## config.mk

```make
export PLATFORM = sky130hd
export DESIGN_NAME = fixed2float16_stream
export DESIGN_NICKNAME = d
export VERILOG_FILES = /design/src/rtl/fixed2float16_stream.sv
export SDC_FILE = /design/constraint.sdc
export NUM_CORES = 1
export LEC_CHECK = 0
export BUFFER_PORTS_ARGS = -buffer_cell sky130_fd_sc_hd__buf_4
export CORE_MARGIN = 3
export CORE_UTILIZATION = 53
export DETAILED_ROUTE_END_ITERATION = 7
export GPL_ROUTABILITY_DRIVEN = 1
export PLACE_DENSITY = 0.71
export SYNTH_ARGS = -nofsm -noshare
export SYNTH_HDL_FRONTEND = slang
export SYNTH_SLANG_ARGS = --single-unit
export TNS_END_PERCENT = 10
```

## constraint.sdc

```tcl
create_clock -name clk -period 3.2 [get_ports clk]
set_input_delay 0.64 -clock clk [delete_from_list [all_inputs] [get_ports clk]]
set_output_delay 0.64 -clock clk [all_outputs]
set_load 0.005 [all_outputs]
```

## src/rtl/fixed2float16_stream.sv

```systemverilog
// fixed2float16_stream
//   Streaming converter from a fixed-point integer (signed or unsigned, with
//   FRAC_W fraction bits) to IEEE-754 binary16. Three register stages:
//     S1  sign / magnitude
//     S2  leading-one detect and normalise
//     S3  round-to-nearest-even, exponent adjust, saturate/flush, pack
//   Beats with cast_=0 travel the same pipeline untouched (low 16 bits of
//   in_data), so ordering and latency are identical for both kinds of beat.
//
// Ports
//   clk, reset              clock, asynchronous active-high reset
//   in_valid/in_ready       input handshake; in_ready = pipeline advance
//   in_data[IN_W-1:0]       fixed-point operand or raw fp16 bits
//   in_signed               in_data is two's complement
//   cast_                   1 = convert, 0 = pass through
//   out_valid/out_ready     output handshake
//   out_fl16[15:0]          binary16 result
//   out_ovf                 result saturated to infinity
//   out_unf                 nonzero input flushed to zero
module fixed2float16_stream #(
  parameter int IN_W   = 16,
  parameter int FRAC_W = 0
) (
  input  logic            clk,
  input  logic            reset,
  input  logic            in_valid,
  output logic            in_ready,
  input  logic [IN_W-1:0] in_data,
  input  logic            in_signed,
  input  logic            cast_,
  output logic            out_valid,
  input  logic            out_ready,
  output logic [15:0]     out_fl16,
  output logic            out_ovf,
  output logic            out_unf
);

  // Bits kept below the leading one after normalisation, and the width of
  // that fraction padded with 11 zeros so mantissa, guard and sticky can
  // always be sliced even when IN_W is smaller than the 10-bit mantissa.
  localparam int FW = IN_W - 1;
  localparam int XW = FW + 11;

  logic advance;

  // S1 state
  logic            s1_valid_q, s1_valid_d;
  logic            s1_sign_q,  s1_sign_d;
  logic            s1_cast_q,  s1_cast_d;
  logic [IN_W-1:0] s1_mag_q,   s1_mag_d;
  logic [15:0]     s1_raw_q,   s1_raw_d;

  // S2 state
  logic              s2_valid_q, s2_valid_d;
  logic              s2_sign_q,  s2_sign_d;
  logic              s2_cast_q,  s2_cast_d;
  logic              s2_zero_q,  s2_zero_d;
  logic [FW-1:0]     s2_frac_q,  s2_frac_d;
  logic signed [7:0] s2_exp_q,   s2_exp_d;
  logic [15:0]       s2_raw_q,   s2_raw_d;

  // S3 state (drives the outputs directly)
  logic        s3_valid_q, s3_valid_d;
  logic [15:0] s3_fl16_q,  s3_fl16_d;
  logic        s3_ovf_q,   s3_ovf_d;
  logic        s3_unf_q,   s3_unf_d;

  // Whole pipeline moves together; it only freezes when the last stage holds
  // a result nobody is taking.
  assign advance  = ~s3_valid_q | out_ready;
  assign in_ready = advance;

  assign out_valid = s3_valid_q;
  assign out_fl16  = s3_fl16_q;
  assign out_ovf   = s3_ovf_q;
  assign out_unf   = s3_unf_q;

  // ---------------- S1: sign / magnitude ----------------
  // Negating the most negative value wraps to 2^(IN_W-1), which is exactly
  // the magnitude wanted when read as unsigned.
  always_comb begin
    s1_valid_d = in_valid;
    s1_sign_d  = in_signed & in_data[IN_W-1];
    s1_cast_d  = cast_;
    s1_mag_d   = s1_sign_d ? (~in_data + IN_W'(1)) : in_data;
    s1_raw_d   = 16'(in_data);
  end

  // ---------------- S2: leading one + normalise ----------------
  logic [5:0] lead_pos;

  always_comb begin
    lead_pos = '0;
    for (int i = 0; i < IN_W; i++) begin
      if (s1_mag_q[i]) lead_pos = 6'(i);
    end
  end

  always_comb begin
    s2_valid_d = s1_valid_q;
    s2_sign_d  = s1_sign_q;
    s2_cast_d  = s1_cast_q;
    s2_raw_d   = s1_raw_q;
    s2_zero_d  = (s1_mag_q == '0);
    // Shift the leading one up to bit IN_W-1, then keep only the bits below it.
    s2_frac_d  = FW'(s1_mag_q << (6'(IN_W - 1) - lead_pos));
    s2_exp_d   = 8'(int'(lead_pos) - FRAC_W + 15);
  end

  // ---------------- S3: round, adjust, pack ----------------
  logic [XW-1:0]     ext;
  logic [9:0]        mant;
  logic              guard;
  logic              sticky;
  logic              round_up;
  logic [10:0]       mant_sum;
  logic signed [7:0] exp_r;

  always_comb begin
    ext      = {s2_frac_q, 11'b0};
    mant     = ext[XW-1 -: 10];
    guard    = ext[XW-11];
    sticky   = |ext[XW-12:0];
    round_up = guard & (sticky | mant[0]);
    mant_sum = {1'b0, mant} + 11'(round_up);
    // A carry out of the mantissa leaves mant_sum[9:0] at zero, which is the
    // correct mantissa for the bumped exponent.
    exp_r    = s2_exp_q + 8'(mant_sum[10]);
  end

  always_comb begin
    s3_valid_d = s2_valid_q;
    s3_fl16_d  = 16'h0000;
    s3_ovf_d   = 1'b0;
    s3_unf_d   = 1'b0;
    if (s2_valid_q) begin
      if (!s2_cast_q) begin
        s3_fl16_d = s2_raw_q;
      end else if (!s2_zero_q) begin
        if (exp_r > 8'sd30) begin
          s3_fl16_d = {s2_sign_q, 5'h1F, 10'h000};
          s3_ovf_d  = 1'b1;
        end else if (exp_r < 8'sd1) begin
          s3_fl16_d = {s2_sign_q, 15'h0000};
          s3_unf_d  = 1'b1;
        end else begin
          s3_fl16_d = {s2_sign_q, exp_r[4:0], mant_sum[9:0]};
        end
      end
    end
  end

  // ---------------- registers ----------------
  always_ff @(posedge clk or posedge reset) begin
    if (reset) begin
      s1_valid_q <= 1'b0;
      s1_sign_q  <= 1'b0;
      s1_cast_q  <= 1'b0;
      s1_mag_q   <= '0;
      s1_raw_q   <= '0;
      s2_valid_q <= 1'b0;
      s2_sign_q  <= 1'b0;
      s2_cast_q  <= 1'b0;
      s2_zero_q  <= 1'b1;
      s2_frac_q  <= '0;
      s2_exp_q   <= '0;
      s2_raw_q   <= '0;
      s3_valid_q <= 1'b0;
      s3_fl16_q  <= '0;
      s3_ovf_q   <= 1'b0;
      s3_unf_q   <= 1'b0;
    end else if (advance) begin
      s1_valid_q <= s1_valid_d;
      s1_sign_q  <= s1_sign_d;
      s1_cast_q  <= s1_cast_d;
      s1_mag_q   <= s1_mag_d;
      s1_raw_q   <= s1_raw_d;
      s2_valid_q <= s2_valid_d;
      s2_sign_q  <= s2_sign_d;
      s2_cast_q  <= s2_cast_d;
      s2_zero_q  <= s2_zero_d;
      s2_frac_q  <= s2_frac_d;
      s2_exp_q   <= s2_exp_d;
      s2_raw_q   <= s2_raw_d;
      s3_valid_q <= s3_valid_d;
      s3_fl16_q  <= s3_fl16_d;
      s3_ovf_q   <= s3_ovf_d;
      s3_unf_q   <= s3_unf_d;
    end
  end

endmodule

```

# Word level (Yosys, flattened, before mapping)
# Cells that the tools add are included.
totals:
  output_inout_bits: 20
  word_cells: 62
  in_bits: 22
  reg_bits: 97
classes:
  n_bitwise: 6
  magnitude_cmp: 2
  shifts: 1
  n_reduce_logical: 2
  addsub: 5
  muxes: 30
ops:
  columns: ["operator", "count"]
  rows:
  - ["$mux 6", 14]
  - ["$mux 16", 4]
  - ["$mux 15", 2]
  - ["$add 16x1->16 const B", 1]
  - ["$logic_not 16->1", 1]
  - ["$not 16->16", 1]
  - ["$shl 16x6->15", 1]
  - ["$add 10x1->11", 1]
  - ["$mux 1", 10]
  - ["$add 8x1->8", 1]
  - ["$gt 8x6->1 const B", 1]
  - ["$lt 8x2->1 const B", 1]
  - ["$add 6x4->7 const B", 1]
  - ["$sub 4x6->6 const A", 1]
  - ["$reduce_or 4->1", 1]
  - ["$and 1x1->1", 2]
  - ["$or 1x1->1", 2]
  - ["$not 1->1", 1]

# Longest topological paths before layout
# Gate-level depths: netlist of the first run.
depth:
  ltp_word: 17
  mapped_depth: 12
  depth_no_buf: 12

# Worst setup path before layout of the first run
# OpenSTA, ideal clock, no wires.
synth_timing:
  path_kind: "register to register"
  from: "register s2_frac_q[5]"
  to: "register s3_fl16_q[0], in the netlist out_fl16[0]"
  arrival_ps: 2643
  path_buffers: 0
  path_stages_with_launch: 13
  t_required_ps: 3116
  setup_ps: 84
  slack_ps: 473
  synth_period_minus_slack_ps: 2727
  path_cell_list: "dfrtp_1 and2_1 ha_1 and3_1 and4_1 ha_1 ha_1 nand2b_1 o22ai_1 and3_1 o21ai_0 nand3_1 o21ai_0"
synth_via:
  elab_chain_cells: 10
  word_cells_on_any_way: 11
  classes_between: "2 x add/sub; 2 x order compare; 5 x mux; 2 x bitwise"
synth_lines:
  columns: ["element", "line_no", "rtl"]
  rows:
  - ["start: declaration", "58", "logic [FW-1:0] s2_frac_q, s2_frac_d;"]
  - ["start signal: assignment", "182", "s2_frac_q <= s2_frac_d;"]
  - ["$or 1x1->1", "124", "round_up = guard & (sticky | mant[0]);"]
  - ["$and 1x1->1", "124", null]
  - ["$add 10x1->11 (*)", "125", "mant_sum = {1'b0, mant} + 11'(round_up);"]
  - ["$add 8x1->8", "128", "exp_r = s2_exp_q + 8'(mant_sum[10]);"]
  - ["$lt 8x2->1", "143", "end else if (exp_r < 8'sd1) begin"]
  - ["$mux 15", "143", null]
  - ["$mux 15 (*)", "140", "if (exp_r > 8'sd30) begin"]
  - ["$mux 16 (*)", "139", "end else if (!s2_zero_q) begin"]
  - ["$mux 16 (*)", "137", "if (!s2_cast_q) begin"]
  - ["$mux 16 (*)", "136", "if (s2_valid_q) begin"]
  - ["end signal: assignment", "186", "s3_fl16_q <= s3_fl16_d;"]
  - ["end: declaration", "64", "logic [15:0] s3_fl16_q, s3_fl16_d;"]
# Every way passes the cells marked *; elsewhere a longest branch is shown, timed or not.
# A chain may end at the register's enable or synchronous reset.

# Worst setup path in the final report of the first run
layout_timing:
  from: "register s2_frac_q[5]"
  to: "register s3_fl16_q[9], in the netlist out_fl16[9]"
# Same word-level chain as after synthesis.

==> results.ini, run 1 <==
[sta]
hold_viol_final=0
slew_violations=0
skew_ns=0.00747
tightest_slew_ns=1.19
post-route-period-util_pct=93.3
finalSetupViolCount=0
post-route-min-period_ns=2.99
setup_tns_ns=0
fmax_mhz=335
rsz0062_at_grt=false
slew_headroom_pct=20.5

[detailed_routing]
post_drt_via_cell_ratio=5.78
wl_per_cell_um=16.4
drc=0
firstDrtPassIters=5
vias=4237
drt_iter0_drc=227
totalWireLength_um=12000
postRouteAntennaNets=0

[clock_tree]
post_cts_buffers=0
cts.path.max_buffers=2
h-tree-depth=3
path_clk_slew_ns=0.09
ctsHoldBuffers=0
cts_buffers=9
cts-resized-gates=0
insertion_delay_ns=0.35
clock_sinks=93
ctsRootBufferMaster=clkbuf_8
cts_tree=built

[logic_synthesis]
syn_nets=600
syn_area_per_cell_um2=8.77
synth-edff-count=0
synth-simple-area-share_pct=21.3
synth_area_leaders=dfrtp_1 (46%), nand2_1 (11%), o21ai_0 (4.2%)
synthAdderAreaFrac_pct=1.50
muxShareOfSynthArea_pct=2.62
synthArstFlopShare_pct=100
ys_ff_latch=93
synthDistinctLibCells=64
synth.top_cell.area_share_pct=45.9
synth_top_area_cell=dfrtp_1
synth_top_family_by_area=simple AND/OR/NAND/NOR gates
syn-cell-area_mm2=0.00502
syn_inst=572
seq_area_frac_synth_pct=46.4
yosysWarningCount=0
synth_compound_area_share_pct=19.3
synth_xor_area_share_pct=4.19
synth_flop_cell=dfrtp_1

[placement]
dp_cells=717
portBuffers=41
gp_congestion=0.893
dpl.hpwl_um=8830

[critical_path]
critical_path_class=flop to flop
cp.arrival_ns=3.26
worst_r2r_startpoint=s2_frac_q[5]
r2r_setup_slack_ns=0.21
crit_path_start_kind=flop
required_ns=3.47
worst_setup_path_end_kind=flop
crit_fanout=10
r2r_end=out_fl16[9]
reg2reg_depth=12

[power_and_ir_drop]
combPwrFrac_pct=38.9
powerDensity_mw_per_mm2=829
p_int_mw=2.81
total_power_mw=4.68
power.leakage_nw=2.60
p_clk_share_pct=18.8
sequentialPowerShare_pct=42.4
irDropWorstVdd_uv=371
power_switching_mw=1.87
swShare_pct=40.0

[floorplan]
start_util_pct=55.9
io_pins=42
die_h_um=103
rows=34
dieArea_mm2=0.0107
core_area_mm2=0.00898
dieWidth_um=103

[flow_run]
drv_cap=0

[cells_and_area]
drive_gt1_share_pct=13.5
final_common_cell=nand2_1
final_cell_mix=nand2_1 (153), dfrtp_1 (92), buf_4 (49)
fin_cells=733
fin_nets=630
antenna_cells=0
area_growth_pct=12.4

[global_route]
gr-total-overflow=0
antenna_found_initial=0
grt_pass1_vias=4039
grt_max_degree=65
grt_first_pass_wirelength_um=20100
grt_usage_pct=24.2

[run_status]
status=finished clean

[worst_hold_path]
min_path_type=input port to asynchronous set/reset pin

-- synth_stat cells, types with 3 or more instances --
cell type / n
a22oi_1: 13
buf_6: 3
buf_1: 6
xor2_1: 12
a211oi_1: 4
o21ai_1: 8
and2_1: 4
nor2b_1: 3
o21ai_0: 42
clkbuf_1: 14
a221oi_1: 4
a21oi_1: 25
nand2_1: 153
a22o_1: 5
ha_1: 6
nor2_1: 38
xnor2_1: 12
dfrtp_1: 92
nor4_1: 5
buf_2: 7
nand2b_1: 4
a31oi_1: 4
mux2i_1: 12
nand3_1: 12
a221o_1: 6
nor3_1: 6
inv_1: 19
and3_1: 5
o311ai_1: 4
-- routing by layer --
| metal | global-route usage [%] | share of wire [%] | up-vias |
|---|---|---|---|
| met5 | 0 | 0 | - |
| met4 | 6.27 | 1.4 | 0 |
| met3 | 4.90 | 4.7 | 14 |
| met2 | 37.0 | 47 | 125 |
| met1 | 35.4 | 47 | 2049 |
| li1 | - | - | 2049 |
-- worst max path at each step --
stage | slack [ns] | to | start | depth (start not counted)
floorplan | 0.14 | out_fl16[0] | reset | 1
global placement | 0.41 | out_fl16[8] | s2_frac_q[5] | 12
detailed placement | 0.27 | out_fl16[9] | s2_frac_q[5] | 12
CTS | 0.24 | out_fl16[9] | s2_frac_q[5] | 12
global route | 0.04 | out_fl16[9] | s2_frac_q[5] | 12
finish | 0.21 | out_fl16[9] | s2_frac_q[5] | 12
-- per-stage QoR --
step	utilization, %	area, µm²	hold WS (ns)	setup slack [ns]
CTS	62.8	5640	0.364	0.238
finish	62.8	5640	0.349	0.214
global route	62.8	5640	0.375	0.0364
floorplan	-	5020	0.438	0.141
detailed placement	60.4	5420	0.456	0.269
global placement	60.4	5420	0.454	0.413
-- area by class of cell --
cell class | instances | area [µm²]
clock buffers | 10 | 128
clock inverters | 6 | 93.8
fillers | 792 | 3340
inverters | 22 | 83.8
multi-input cells | 426 | 2460
flip-flops and latches | 93 | 2330
well taps | 126 | 158
repair buffers | 50 | 388
-- worst max-delay path, stage by stage, from the launching register on --
cell	delay, ns
dfrtp_1	0.42
and2_1	0.18
ha_1	0.20
and3_1	0.23
and4_1	0.25
ha_1	0.19
ha_1	0.23
nand2b_1	0.11
o22ai_1	0.08
and3_1	0.19
o21ai_0	0.23
nand3_1	0.32
o21ai_0	0.27
-- cell families after synthesis --
kind of cell / Yosys count
AOI/OAI and AO/OA: 139
xor gates and xnor gates: 24
adders and majority gates: 6
buffers and inverters: 53
DFF: 93
muxes: 13
and+or+nand+nor: 244
-- state kept, by name, indices dropped and copies added (netlist names) --
name and count:
s1_sign_q 1, s2_sign_q 1, out_fl16 16, out_ovf 1, out_valid 1, s1_raw_q 15, s1_mag_q 16, s2_exp_q 5
s2_frac_q 15, s2_valid_q 1, s1_valid_q 1, s2_raw_q 16, s2_zero_q 1, out_unf 1, s1_cast_q 1, s2_cast_q 1
-- power groups by stage --
| stage | combinational [mW] | clock, mW | sequential (mW) |
|---|---|---|---|
| after floorplan | 1.37 | 0 | 1.84 |
| after global placement | 1.78 | 0 | 1.98 |
| after CTS | 1.82 | 0.893 | 1.98 |
| after detailed placement | 1.81 | 0 | 2.00 |
| final | 1.82 | 0.877 | 1.98 |
| after global routing | 2.05 | 0.940 | 2.04 |
Power figures use the tool's default switching activity.
==> run 2, diff against run 1 <==
--- a/config.mk
+++ b/config.mk
@@ -6,8 +6,10 @@
 export NUM_CORES = 1
 export LEC_CHECK = 0
 export BUFFER_PORTS_ARGS = -buffer_cell sky130_fd_sc_hd__buf_4
+export CELL_PAD_IN_SITES_DETAIL_PLACEMENT = 0
+export CELL_PAD_IN_SITES_GLOBAL_PLACEMENT = 1
 export CORE_MARGIN = 3
-export CORE_UTILIZATION = 53
+export CORE_UTILIZATION = 41
 export DETAILED_ROUTE_END_ITERATION = 7
 export GPL_ROUTABILITY_DRIVEN = 1
 export PLACE_DENSITY = 0.71
==> run 2 against run 1 <==
Compared with the run above: clock power rose by 14%; clock-buffer cell count rose by 1; utilization fell by 14 points; final cell count rose by 2.5%; clock skew barely moved; via count fell by 0.68%; sequential share of layout area fell by 0.61 points; routed wire length rose by 8.2%; critical endpoint is now out_fl16[3]; largest cell class unchanged.
==> results.ini, run 2 (synthesis gave the netlist of run 1 again) <==
[run_status]
status=finished clean

[power_and_ir_drop]
powerDensity_mw_per_mm2=844
power.leakage_nw=2.63
total_power_mw=4.83
irDropWorstVdd_uv=367

[sta]
setup_ws_ns=0.278
slew_headroom_pct=12.0
setup_tns_ns=0
post-route-min-period_ns=2.92
slew_violations=0
finalSetupViolCount=0
skew_ns=0.00783
fmax_mhz=342
rsz0062_at_grt=false
post-route-period-util_pct=91.3
hold_viol_final=0
tightest_slew_ns=1.32
holdWs_ns=0.380

[clock_tree]
cts_tree=built
path_clk_slew_ns=0.07
cts_buffers=9
ctsHoldBuffers=0
ctsRootBufferMaster=clkbuf_16
post_cts_buffers=0
insertion_delay_ns=0.34
clock_sinks=93
cts.path.max_buffers=2
cts-resized-gates=0
h-tree-depth=3

[critical_path]
cp.arrival_ns=3.18
crit_path_start_kind=flop
crit_chain=and2_1, ha_1, and3_1, and4_1, ha_1, ha_1, nand2b_1, o22ai_1, and3_1, o21ai_0, nand3_1, o21ai_0
required_ns=3.46
cpPeakStageDelay_ns=0.40
cp_num_buf_inv=0
path_common_cell=ha_1
crit_fanout=10
crit_family=simple AND/OR/NAND/NOR gates
critical_path_class=flop to flop
cpMaxStageDelayCell=dfrtp_1
worst_setup_path_end_kind=flop

[flow_run]
drv_cap=0

[cells_and_area]
fillers=1183
area_growth_pct=14.1
final_cell_mix=nand2_1 (153), dfrtp_1 (92), buf_4 (50)
multi_input_area_mm2=0.00246
fin_nets=631
antenna_cells=0
final_common_cell=nand2_1
fin_util_pct=49.1
regArea_mm2=0.00233
drive_gt1_share_pct=13.7

[floorplan]
core_area_mm2=0.0117
die_h_um=117
dieWidth_um=117
start_util_pct=43.0
dieArea_mm2=0.0136
io_pins=42
rows=39

[detailed_routing]
totalWireLength_um=13000
postRouteAntennaNets=0
drc=0
wl_per_cell_um=17.3
vias=4208
firstDrtPassIters=5
post_drt_via_cell_ratio=5.60
drt_iter0_drc=343

[worst_hold_path]
min_path_type=input port to asynchronous set/reset pin

[placement]
dpl.hpwl_um=9380
pre_cts_ws_ns=0.270
gp_congestion=0.847
portBuffers=41

[global_route]
grt_first_pass_wirelength_um=21400
antenna_found_initial=0
gr-total-overflow=0
grt_pass1_vias=4037
grt_usage_pct=20.5
grt_max_degree=94

==> run 2: changes by cell type in the layout (fill, tap and decap cells not counted), sizes merged <==
cell    delta
inv        -1
bufinv     -2
buf        +1
clkbuf     +1
clkinv     +2
==> run 2: cell type report <==
| cell class | instances | area share (%) |
|---|---|---|
| clock inverter | 5 | 0.612 |
| multi-input combinational | 426 | 43.0 |
| sequential | 93 | 40.7 |
| timing repair buffer | 51 | 6.91 |
| clock buffer | 11 | 4.24 |
| tap | 143 | 3.13 |
| inverter | 22 | 1.46 |
==> run 2: final timing paths <==
kind	to	slack, ns	depth (start not counted)	start
min reg2reg	s2_raw_q[6]	0.47	2	s2_raw_q[6]
max	out_fl16[3]	0.28	12	s2_frac_q[5]
min in group clk	s2_raw_q[6]	0.47	2	s2_raw_q[6]
min	s1_valid_q	0.38	3	reset
max reg2reg	out_fl16[3]	0.28	12	s2_frac_q[5]
max in group asynchronous	s2_frac_q[1]	2.42	3	reset
==> run 2: tightest hold or removal path: stages <==
cell and delay (ns):
buf_4 0.11, clkinv_2 0.05, buf_12 0.36
==> run 2: per-layer routing <==
layer / wire, µm / track usage, % / vias to the layer above
li1: - / - / 2061
met1: 6370 / 30.1 / 2017
met2: 5730 / 29.9 / 111
met3: 588 / 4.40 / 19
met4: 291 / 7.26 / 0
met5: 0 / 0 / -
==> run 2: power by group <==
part | leakage [nW] | total [mW] | internal [mW] | switching (mW)
clock network | 0.136 | 1.00 | 0.549 | 0.451
registers | 1.14 | 1.99 | 1.58 | 0.409
logic | 1.36 | 1.85 | 0.789 | 1.06
==> run 2: stage by stage <==
step                      area [µm²]  std cells
after floorplan                 5020        572
after global placement          5450        735
after detailed placement        5450        735
after CTS                       5730        751
after global routing            5730        751
final                           5730        751
